===== src/rtl/gb_timer.sv =====
// DIV/TIMA/TMA/TAC timer peripheral: free-running system counter, selectable
// TIMA tick tap, and a delayed TMA reload with a one-clock interrupt pulse.
module gb_timer #(
  parameter logic [15:0] BASE_ADDR    = 16'hFF04,
  parameter int unsigned RELOAD_DELAY = 4
) (
  input  logic        clk,
  input  logic        rst,
  input  logic [15:0] a,
  input  logic [7:0]  wdata,
  input  logic        rd,
  input  logic        wr,
  output logic [7:0]  rdata,
  output logic        hit,
  output logic        irq
);

  typedef enum logic [1:0] {IDLE, WAIT, RELOAD} state_t;

  localparam logic [2:0] DELAY_INIT = 3'(RELOAD_DELAY - 1);

  state_t      state, state_nx;
  logic [15:0] cnt;
  logic [7:0]  tima, tima_nx;
  logic [7:0]  tma;
  logic [2:0]  tac;
  logic [2:0]  count, count_nx;
  logic        tick, tick_q, tap, inc;
  logic [15:0] offset;
  logic        in_range;
  logic        we_div, we_tima, we_tma, we_tac;

  assign offset   = a - BASE_ADDR;
  assign in_range = (offset < 16'd4);
  assign hit      = rd & in_range;

  assign we_div  = wr & in_range & (offset[1:0] == 2'd0);
  assign we_tima = wr & in_range & (offset[1:0] == 2'd1);
  assign we_tma  = wr & in_range & (offset[1:0] == 2'd2);
  assign we_tac  = wr & in_range & (offset[1:0] == 2'd3);

  always_comb begin
    tap = 1'b0;
    case (tac[1:0])
      2'b00: tap = cnt[9];
      2'b01: tap = cnt[3];
      2'b10: tap = cnt[5];
      2'b11: tap = cnt[7];
      default: tap = 1'b0;
    endcase
  end

  // Falling-edge detect on the gated tap, so DIV/TAC writes can also trigger it.
  assign tick = tac[2] & tap;
  assign inc  = tick_q & ~tick;

  always_comb begin
    rdata = 8'hFF;
    if (in_range) begin
      case (offset[1:0])
        2'd0: rdata = cnt[15:8];
        2'd1: rdata = tima;
        2'd2: rdata = tma;
        2'd3: rdata = {5'b11111, tac};
        default: rdata = 8'hFF;
      endcase
    end
  end

  always_comb begin
    state_nx = state;
    count_nx = count;
    tima_nx  = tima;
    case (state)
      IDLE: begin
        if (we_tima) begin
          tima_nx = wdata;
        end else if (inc) begin
          if (tima == 8'hFF) begin
            tima_nx  = 8'h00;
            count_nx = DELAY_INIT;
            state_nx = WAIT;
          end else begin
            tima_nx = tima + 8'd1;
          end
        end
      end
      WAIT: begin
        if (we_tima) begin
          tima_nx  = wdata;
          count_nx = '0;
          state_nx = IDLE;
        end else begin
          if (inc) tima_nx = tima + 8'd1;
          if (count == 3'd0) state_nx = RELOAD;
          else               count_nx = count - 3'd1;
        end
      end
      RELOAD: begin
        // A TMA write on this edge reloads TIMA with the value being written.
        tima_nx  = we_tma ? wdata : tma;
        state_nx = IDLE;
      end
      default: state_nx = IDLE;
    endcase
  end

  always_ff @(posedge clk or posedge rst) begin
    if (rst) begin
      state  <= IDLE;
      cnt    <= '0;
      tima   <= '0;
      tma    <= '0;
      tac    <= '0;
      count  <= '0;
      tick_q <= 1'b0;
      irq    <= 1'b0;
    end else begin
      state  <= state_nx;
      cnt    <= we_div ? '0 : cnt + 16'd1;
      tima   <= tima_nx;
      count  <= count_nx;
      tick_q <= tick;
      irq    <= (state == RELOAD);
      if (we_tma) tma <= wdata;
      if (we_tac) tac <= wdata[2:0];
    end
  end

endmodule

===== config.mk =====
export PLATFORM = sky130hd
export DESIGN_NAME = gb_timer
export DESIGN_NICKNAME = d
export VERILOG_FILES = /design/src/rtl/gb_timer.sv
export SDC_FILE = /design/constraint.sdc
export NUM_CORES = 1
export LEC_CHECK = 0
export ABC_AREA = 1
export CAP_MARGIN = 0
export CORE_MARGIN = 10
export CORE_UTILIZATION = 59
export DETAILED_ROUTE_END_ITERATION = 10
export PLACE_DENSITY_LB_ADDON = 0.15
export REMOVE_ABC_BUFFERS = 1
export SLEW_MARGIN = 25
export SYNTH_ARGS = -nofsm -noshare
export SYNTH_HDL_FRONTEND = slang
export SYNTH_SLANG_ARGS = --single-unit

===== constraint.sdc =====
create_clock -name clk -period 2.6 [get_ports clk]
set_input_delay 0.39 -clock clk [delete_from_list [all_inputs] [get_ports clk]]
set_output_delay 0.39 -clock clk [all_outputs]
set_load 0.005 [all_outputs]

==> metrics.txt <==
status=finished, final reports clean; register area share after synthesis=39.8%; TritonCTS buffer count=5; switch share=25.5%; Max-Cap Viols=0; aggregate global-route resource usage=16.5%; # nets final=426; Post-CTS Hold Fix Bufs=0; CTS tree=done; met2 WL=2950 um; crit share post-route=96.9%; internal power=0.00105 W; GRT Residual Overflow=0; Clock transition at path regs=80 ps; Psw=0.000359 W; asr flop ratio synth=100%; data required time at the worst endpoint=2210 ps; vias in the first global route=2,235; crit path max fanout=9; Met1 Routed Length=2950 um; core area=4350 sq um; Layout area overhead=22.5%; final hold vios=0; I/O Buffers=37; Top Layer Used=met4; WL met3=344 um; die area=7540 sq um; Filler Cell Count=336; H-tree depth=2; Avg Synthesized Cell Area=7.71 sq um; via density per instance=5.39; maximum vdd drop=327 uV; Worst-Skew Late Latency=310 ps; share of cells above drive strength 1=13.3%; Post-Syn Instances=342; Leak Pwr=1.49 nW; Max clock buf depth=2; Worst Max-Slew Pin Slew=545 ps; clock sink total=42; IO Pins=38; DR vias=2,393; Main synth FF type=dfrtp_1; final worst-path setup slack=80.9 ps; Post-synth EDFFs=0; initial core utilization=60.6%; clock skew=11.1 ps; die height=86.9 um; Slew Limit Fails=0; sequential share of power=50.8%; #FFs+latches synth=42; Total Routed Length=6310 um; Setup WS pre-CTS=35.1 ps; combinational share of power=11.0%; Reg area=1050 sq um; WL/cell=14.2 um; FMAX=0.397 GHz; Multi-input gate area=1380 sq um; drt first-iter violations=173; commonest non-fill, non-tap cell in the layout=nand2_1; DR pass1 iterations=4; HP Class=flip-flop to flip-flop; # rows=24; Post-DP HPWL=4760 um; Pwr per Cell Area=435 nW/um^2; Synth cell types=36; first-pass GRT wire length=10,300 um; Die W=86.9 um; largest net degree at the start of global routing=43; number of routed nets with antenna violations=0; Synth Warn #=0; Cell Area, Synth=2640 sq um; initial antenna violation count=0; GPL Wtd Cong=0.803; kind of critical path=input pin to output pin; crit start category=input pin; # diodes=0; most frequent cells in the layout=nand2_1 (74), inv_1 (45), nor2_1 (45); Clock Power Share=38.1%; Setup crit end kind=output pin; Slew headroom=63.6%; min cycle time layout=2520 ps; total power=0.00141 W; drc violations=0; Final setup viols=0; Worst EP arrival=2130 ps; r2r setup slk=670 ps; root buf cell=clkbuf_8
[flip-flops by register name, summed over array words and instances (netlist names)]
name / count
tma: 8
state: 2
tick_q: 1
irq: 1
cnt: 16
tima: 8
count: 3
tac: 3
[final cells by class]
| type | instances | share of cell area (%) |
|---|---|---|
| clock buffer | 6 | 2.25 |
| timing repair buffer | 47 | 13.9 |
| multi-input combinational | 247 | 42.6 |
| tap | 52 | 2.01 |
| sequential | 42 | 32.5 |
| clock inverter | 2 | 1.16 |
| inverter | 48 | 5.57 |
[cell families (layout without fill, tap and decap cells)]
kind of cell,count (synthesis),after routing,share of synthesized area (%)
and+or+nand+nor,165,166,28.8
DFF,42,42,39.8
buffers and inverters,54,103,8.78
xor gates and xnor gates,8,8,2.66
adders and majority gates,7,7,3.32
AOI/OAI and AO/OA,66,66,16.6
[synth_stat cells, types with 4 or more instances]
cell type | number | area (sq um)
nor2_2 | 6 | 37.5
nor2_1 | 45 | 169
nand2_2 | 7 | 43.8
o21ai_1 | 4 | 20.0
nand3_1 | 11 | 55.1
dfrtp_1 | 42 | 1050
a21oi_1 | 18 | 90.1
xor2_1 | 5 | 43.8
o21ai_0 | 15 | 75.1
nor3b_1 | 4 | 30.0
o21ai_2 | 8 | 70.1
inv_1 | 46 | 173
o211ai_1 | 6 | 45.0
nand4_1 | 5 | 31.3
nand2_1 | 74 | 278
a221oi_1 | 7 | 61.3
ha_1 | 7 | 87.6
[worst paths after layout]
check                            startpoint                 to  cells past startpoint
setup / recovery                       a[0]           rdata[6]                      6
hold / removal             cnt[0]$_DFF_PP0_   cnt[0]$_DFF_PP0_                      1
setup reg to reg           cnt[0]$_DFF_PP0_  cnt[14]$_DFF_PP0_                     12
hold reg to reg            cnt[0]$_DFF_PP0_   cnt[0]$_DFF_PP0_                      1
max in group asynchronous               rst  cnt[12]$_DFF_PP0_                      3
min in group asynchronous               rst   cnt[0]$_DFF_PP0_                      3
[critical path: stages]
cell and delay, ps:
clkdlybuf4s50_1 500, inv_1 140, nor2_4 70, a221oi_1 390, o211ai_1 150, clkdlybuf4s50_1 480
[power by group through the flow]
| stage | Sequential (W) | Clock (W) | Combinational, W |
|---|---|---|---|
| after global routing | 0.000720 | 0.000557 | 0.000177 |
| after detailed placement | 0.000727 | 0 | 0.000153 |
| after global placement | 0.000726 | 0 | 0.000149 |
| final | 0.000714 | 0.000536 | 0.000155 |
| after CTS | 0.000715 | 0.000537 | 0.000154 |
| after floorplan | 0.000720 | 0 | 0.0000873 |
[metrics by stage]
stage | instance area [sq um] | setup TNS, ps | hold slack [ps] | util [%] | std cells
after floorplan | 2590 | 0 | 433 | - | 336
after global placement | 3070 | 0 | 455 | 70.6 | 432
after detailed placement | 3070 | 0 | 474 | 70.6 | 432
after CTS | 3180 | 0 | 486 | 73.1 | 440
after global routing | 3230 | -11.1 | 501 | 74.2 | 444
final | 3230 | 0 | 474 | 74.2 | 444
[what timing repair did]
action                     4_1_cts  5_1_grt
setup buffers                    0        3
setup endpoints to repair        0        8
gates resized for setup          0        5
[layer usage]
metal  global-route usage [%]  up-vias
met5                        0        -
met4                     5.45        0
met3                     4.21        5
met2                     27.0       63
met1                     20.7     1109
li1                         -     1216
Note: power is estimated with default switching activity, not from simulation.
==> edit 1: new RTL, same settings <==
Re-encode `state_t` (3 states) as one-hot, 3 bits wide.
--- a/src/rtl/gb_timer.sv
+++ b/src/rtl/gb_timer.sv
@@ -15,7 +15,7 @@
   output logic        irq
 );
 
-  typedef enum logic [1:0] {IDLE, WAIT, RELOAD} state_t;
+  typedef enum logic [2:0] {IDLE = 3'b001, WAIT = 3'b010, RELOAD = 3'b100} state_t;
 
   localparam logic [2:0] DELAY_INIT = 3'(RELOAD_DELAY - 1);
 
Formal check against the unedited RTL: no difference found for any inputs over 10 cycles, from zero or initial values and one cycle with rst high; not proved beyond that.
==> edit 1 against the original RTL <==
  * Clock skew fell by 0.0026 ns
  * Final area rose by 8.9%
  * Combinational power rose by 27%
  * Synthesized area rose by 8.7%
  * Power fell by 5.8%
  * Global-route usage rose by 1.4 points
  * Sequential cell count rose by 1
  * Wire length rose by 15%
  * Via count rose by 19%
  * Core utilization rose by 0.27 points
  * Setup slack improved by 0.043 ns
==> edit 1: results <==
placed_design:
  post-dp-hpwl_um: 5790
  port-buffer-count: 37
  gp_congestion: 0.912
timing:
  whs_ns: 0.508
  timing_worst_slew_pin_value_ns: 0.534
  final.setup_skew_ns: 0.00845
logic_synthesis:
  ys_seq_area_share_pct: 37.6
  netlist-cell-type-count: 40
  synth_top_cells_by_count: "118 x sky130_fd_sc_hd__nand2_1, 46 x sky130_fd_sc_hd__inv_1, 42 x sky130_fd_sc_hd__dfrtp_1, 41 x sky130_fd_sc_hd__nand3_1, 40 x sky130_fd_sc_hd__nor2_1"
  synth.area.top_cells: "sky130_fd_sc_hd__dfrtp_1 37%, sky130_fd_sc_hd__nand2_1 15%, sky130_fd_sc_hd__nand3_1 7.2%, sky130_fd_sc_hd__inv_1 6.0%, sky130_fd_sc_hd__nor2_1 5.2%"
power_and_ir_drop:
  power.share.sequential_pct: 53.7
  power.switching_fraction_pct: 26.8
  worst_ir_drop_vdd_uv: 350
  combinationalPowerShare_pct: 14.9
  power.static_leakage_nw: 1.74
grt:
  grt_start_max_net_pins: 44
  grt_pass1_vias: 2790
  grt_usage_pct: 17.9
  global_route_wire_length_before_repair_um: 12400
min_path:
  holdPathEnd: "tma[1]"
  hold_path_startpoint: "tma[1]"
  worst_hold_path.num_cells: 2
  worst_min_delay_path_class: "register to register"
layout:
  final_layout_size_suffix_gt1_share_pct: 12.9
  nNetsFinal: 497
  reg.largest.list: "cnt (16), tima (8), tma (8)"
  filler_cell_count: 383
critical_path:
  crit_path_max_fanout: 3
  worst-endpoint-arrival_ns: 2.09
  rrSetupSlack_ns: 0.70
  ff2ff_path_depth: 13
detailed_routing:
  detailroute.via_count: 2856
  drtIter0Drc: 164
  avgRoutedWirePerCell_um: 13.6
cts:
  cts.htree.levels: 2
status:
  result_of_the_run: "completed"
## edit 1: how the worst max path moves through the flow
stage,slack (ns),startpoint,depth (start not counted),end
floorplan,0.97,a[6],9,cnt[9]
global route,0.004,a[5],10,rdata[2]
global placement,0.05,a[6],10,rdata[4]
finish,0.12,a[5],9,hit
detailed placement,-0.04,a[6],10,rdata[0]
CTS,0.0005,a[2],9,rdata[0]
## edit 1: layer usage
| metal | vias to the layer above | share of wire (%) | global-route usage (%) |
|---|---|---|---|
| met5 | - | 0 | 0 |
| met4 | 0 | 1.4 | 5.80 |
| met3 | 12 | 3.9 | 3.41 |
| met2 | 73 | 52 | 32.4 |
| met1 | 1325 | 43 | 20.6 |
| li1 | 1446 | - | - |
## edit 1: cell type report
class	count	area [µm²]	area share (%)
clock buffers	6	72.6	2.06
clock inverters	2	12.5	0.356
inverters	63	236	6.72
multi-input cells	298	1510	42.8
flip-flops and latches	43	1080	30.6
well taps	67	83.8	2.38
repair buffers	54	529	15.0
## edit 1: timing repair
item	in CTS	in global routing
gates cloned	0	0
resized for setup	1	8
setup endpoints to repair	7	8
hold buffers	0	0
endpoints found under the hold margin	0	0
## edit 1: kinds of logic after synthesis
kind of cell / synth area share [%]
and+or+nand+nor: 38.5
buffers and inverters: 9.90
AOI/OAI and AO/OA: 10.8
DFF: 37.6
xor gates and xnor gates: 1.53
adders and majority gates: 1.75
## edit 1: metrics by stage
stage	total power, mW	instance area (µm²)	setup WS, ns	std cells	TNS [ns]
6_report	1.32	3520	0.124	533	0
5_1_grt	1.39	3520	0.00448	533	0
4_1_cts	1.33	3500	0.000525	533	0
3_5_place_dp	0.921	3410	-0.0352	525	-0.130
3_3_place_gp	0.914	3410	0.0485	525	0
2_1_floorplan	0.827	2820	0.972	404	0
==> edit 2: new RTL, same flow settings <==
Made on the original files. Reset style: synchronous (`rst`), changed in one clocked block.
--- a/src/rtl/gb_timer.sv
+++ b/src/rtl/gb_timer.sv
@@ -105,7 +105,7 @@
     endcase
   end
 
-  always_ff @(posedge clk or posedge rst) begin
+  always_ff @(posedge clk) begin
     if (rst) begin
       state  <= IDLE;
       cnt    <= '0;
Function: differs if rst is asserted again (counterexample within 4 cycles, from zero or initial values and one cycle with rst high); with rst held inactive, the same outputs for 10 cycles.
==> edit 2 against the original RTL <==
  * Synthesized area down 2.5%
  * Power grew 2.1%
  * First-iteration DRC count rose by 13%
  * Sequential cell count did not move
  * Wire length rose by 1.9%
  * Setup slack worse by 0.023 ns
  * Final area decreased by 1.5%
  * Clock power is 1% lower
  * Via count rose by 10%
  * Largest cell class unchanged
  * Highest routed layer unchanged
==> edit 2: results <==
critical_path:
  timing.rr.start: "cnt[0]"
  r2r_endpoint: "cnt[12]"
  worst-endpoint-arrival_ns: 2.15
  rrSetupSlack_ns: 0.61
status:
  result_of_the_run: "completed"
timing:
  highest_clock_rate_mhz: 393
  whs_ns: 0.456
  slew_headroom_pct: 71.8
  final.setup_skew_ns: 0.00626
detailed_routing:
  avgRoutedWirePerCell_um: 12.8
  drtIter0Drc: 195
power_and_ir_drop:
  netSwitchingPower_mw: 0.388
  finalPower_mw: 1.43
  power.static_leakage_nw: 1.32
logic_synthesis:
  synthAdderAreaFrac_pct: 3.40
  ys_seq_area_share_pct: 32.7
  synth_top_cells_by_count: "97 x sky130_fd_sc_hd__nand2_1, 72 x sky130_fd_sc_hd__inv_1, 68 x sky130_fd_sc_hd__nor2_1, 42 x sky130_fd_sc_hd__dfxtp_1, 26 x sky130_fd_sc_hd__o21ai_0"
  synthesized_area_fraction_occupied_by_ao_oa_aoi_and_oai_cells_pct: 15.3
  synth.area.top_cells: "sky130_fd_sc_hd__dfxtp_1 33%, sky130_fd_sc_hd__nand2_1 14%, sky130_fd_sc_hd__inv_1 11%, sky130_fd_sc_hd__nor2_1 9.9%, sky130_fd_sc_hd__o21ai_0 5.1%"
grt:
  gr-usage-met2_pct: 29.8
placed_design:
  dpl_worst_slack_ns: 0.0208
  placed_cells_incl_taps: 491
layout:
  multi_input_cells: 280
  clock_tree_area_fraction_pct: 3.58
min_path:
  hold_path_startpoint: "cnt[0]"
edit 2: cell count changes after synthesis, moves of 3 or more:
cell | unedited run | this run
sky130_fd_sc_hd__nor2_2 | 6 | 2
sky130_fd_sc_hd__dfxtp_1 | 0 | 42
sky130_fd_sc_hd__a21oi_1 | 18 | 15
sky130_fd_sc_hd__nand2_2 | 7 | 0
sky130_fd_sc_hd__nand2_1 | 74 | 97
sky130_fd_sc_hd__nand3_1 | 11 | 17
sky130_fd_sc_hd__o21ai_0 | 15 | 26
sky130_fd_sc_hd__dfrtp_1 | 42 | 0
sky130_fd_sc_hd__o21ai_2 | 8 | 1
sky130_fd_sc_hd__nor2_1 | 45 | 68
sky130_fd_sc_hd__nand3_2 | 3 | 0
sky130_fd_sc_hd__inv_1 | 46 | 72
edit 2: per-layer routing:
metal	routed length [µm]	share of wire [%]	vias to the layer above
met5	0	0	-
met4	112	1.7	0
met3	447	7.0	10
met2	2950	46	82
met1	2910	45	1194
li1	-	-	1355
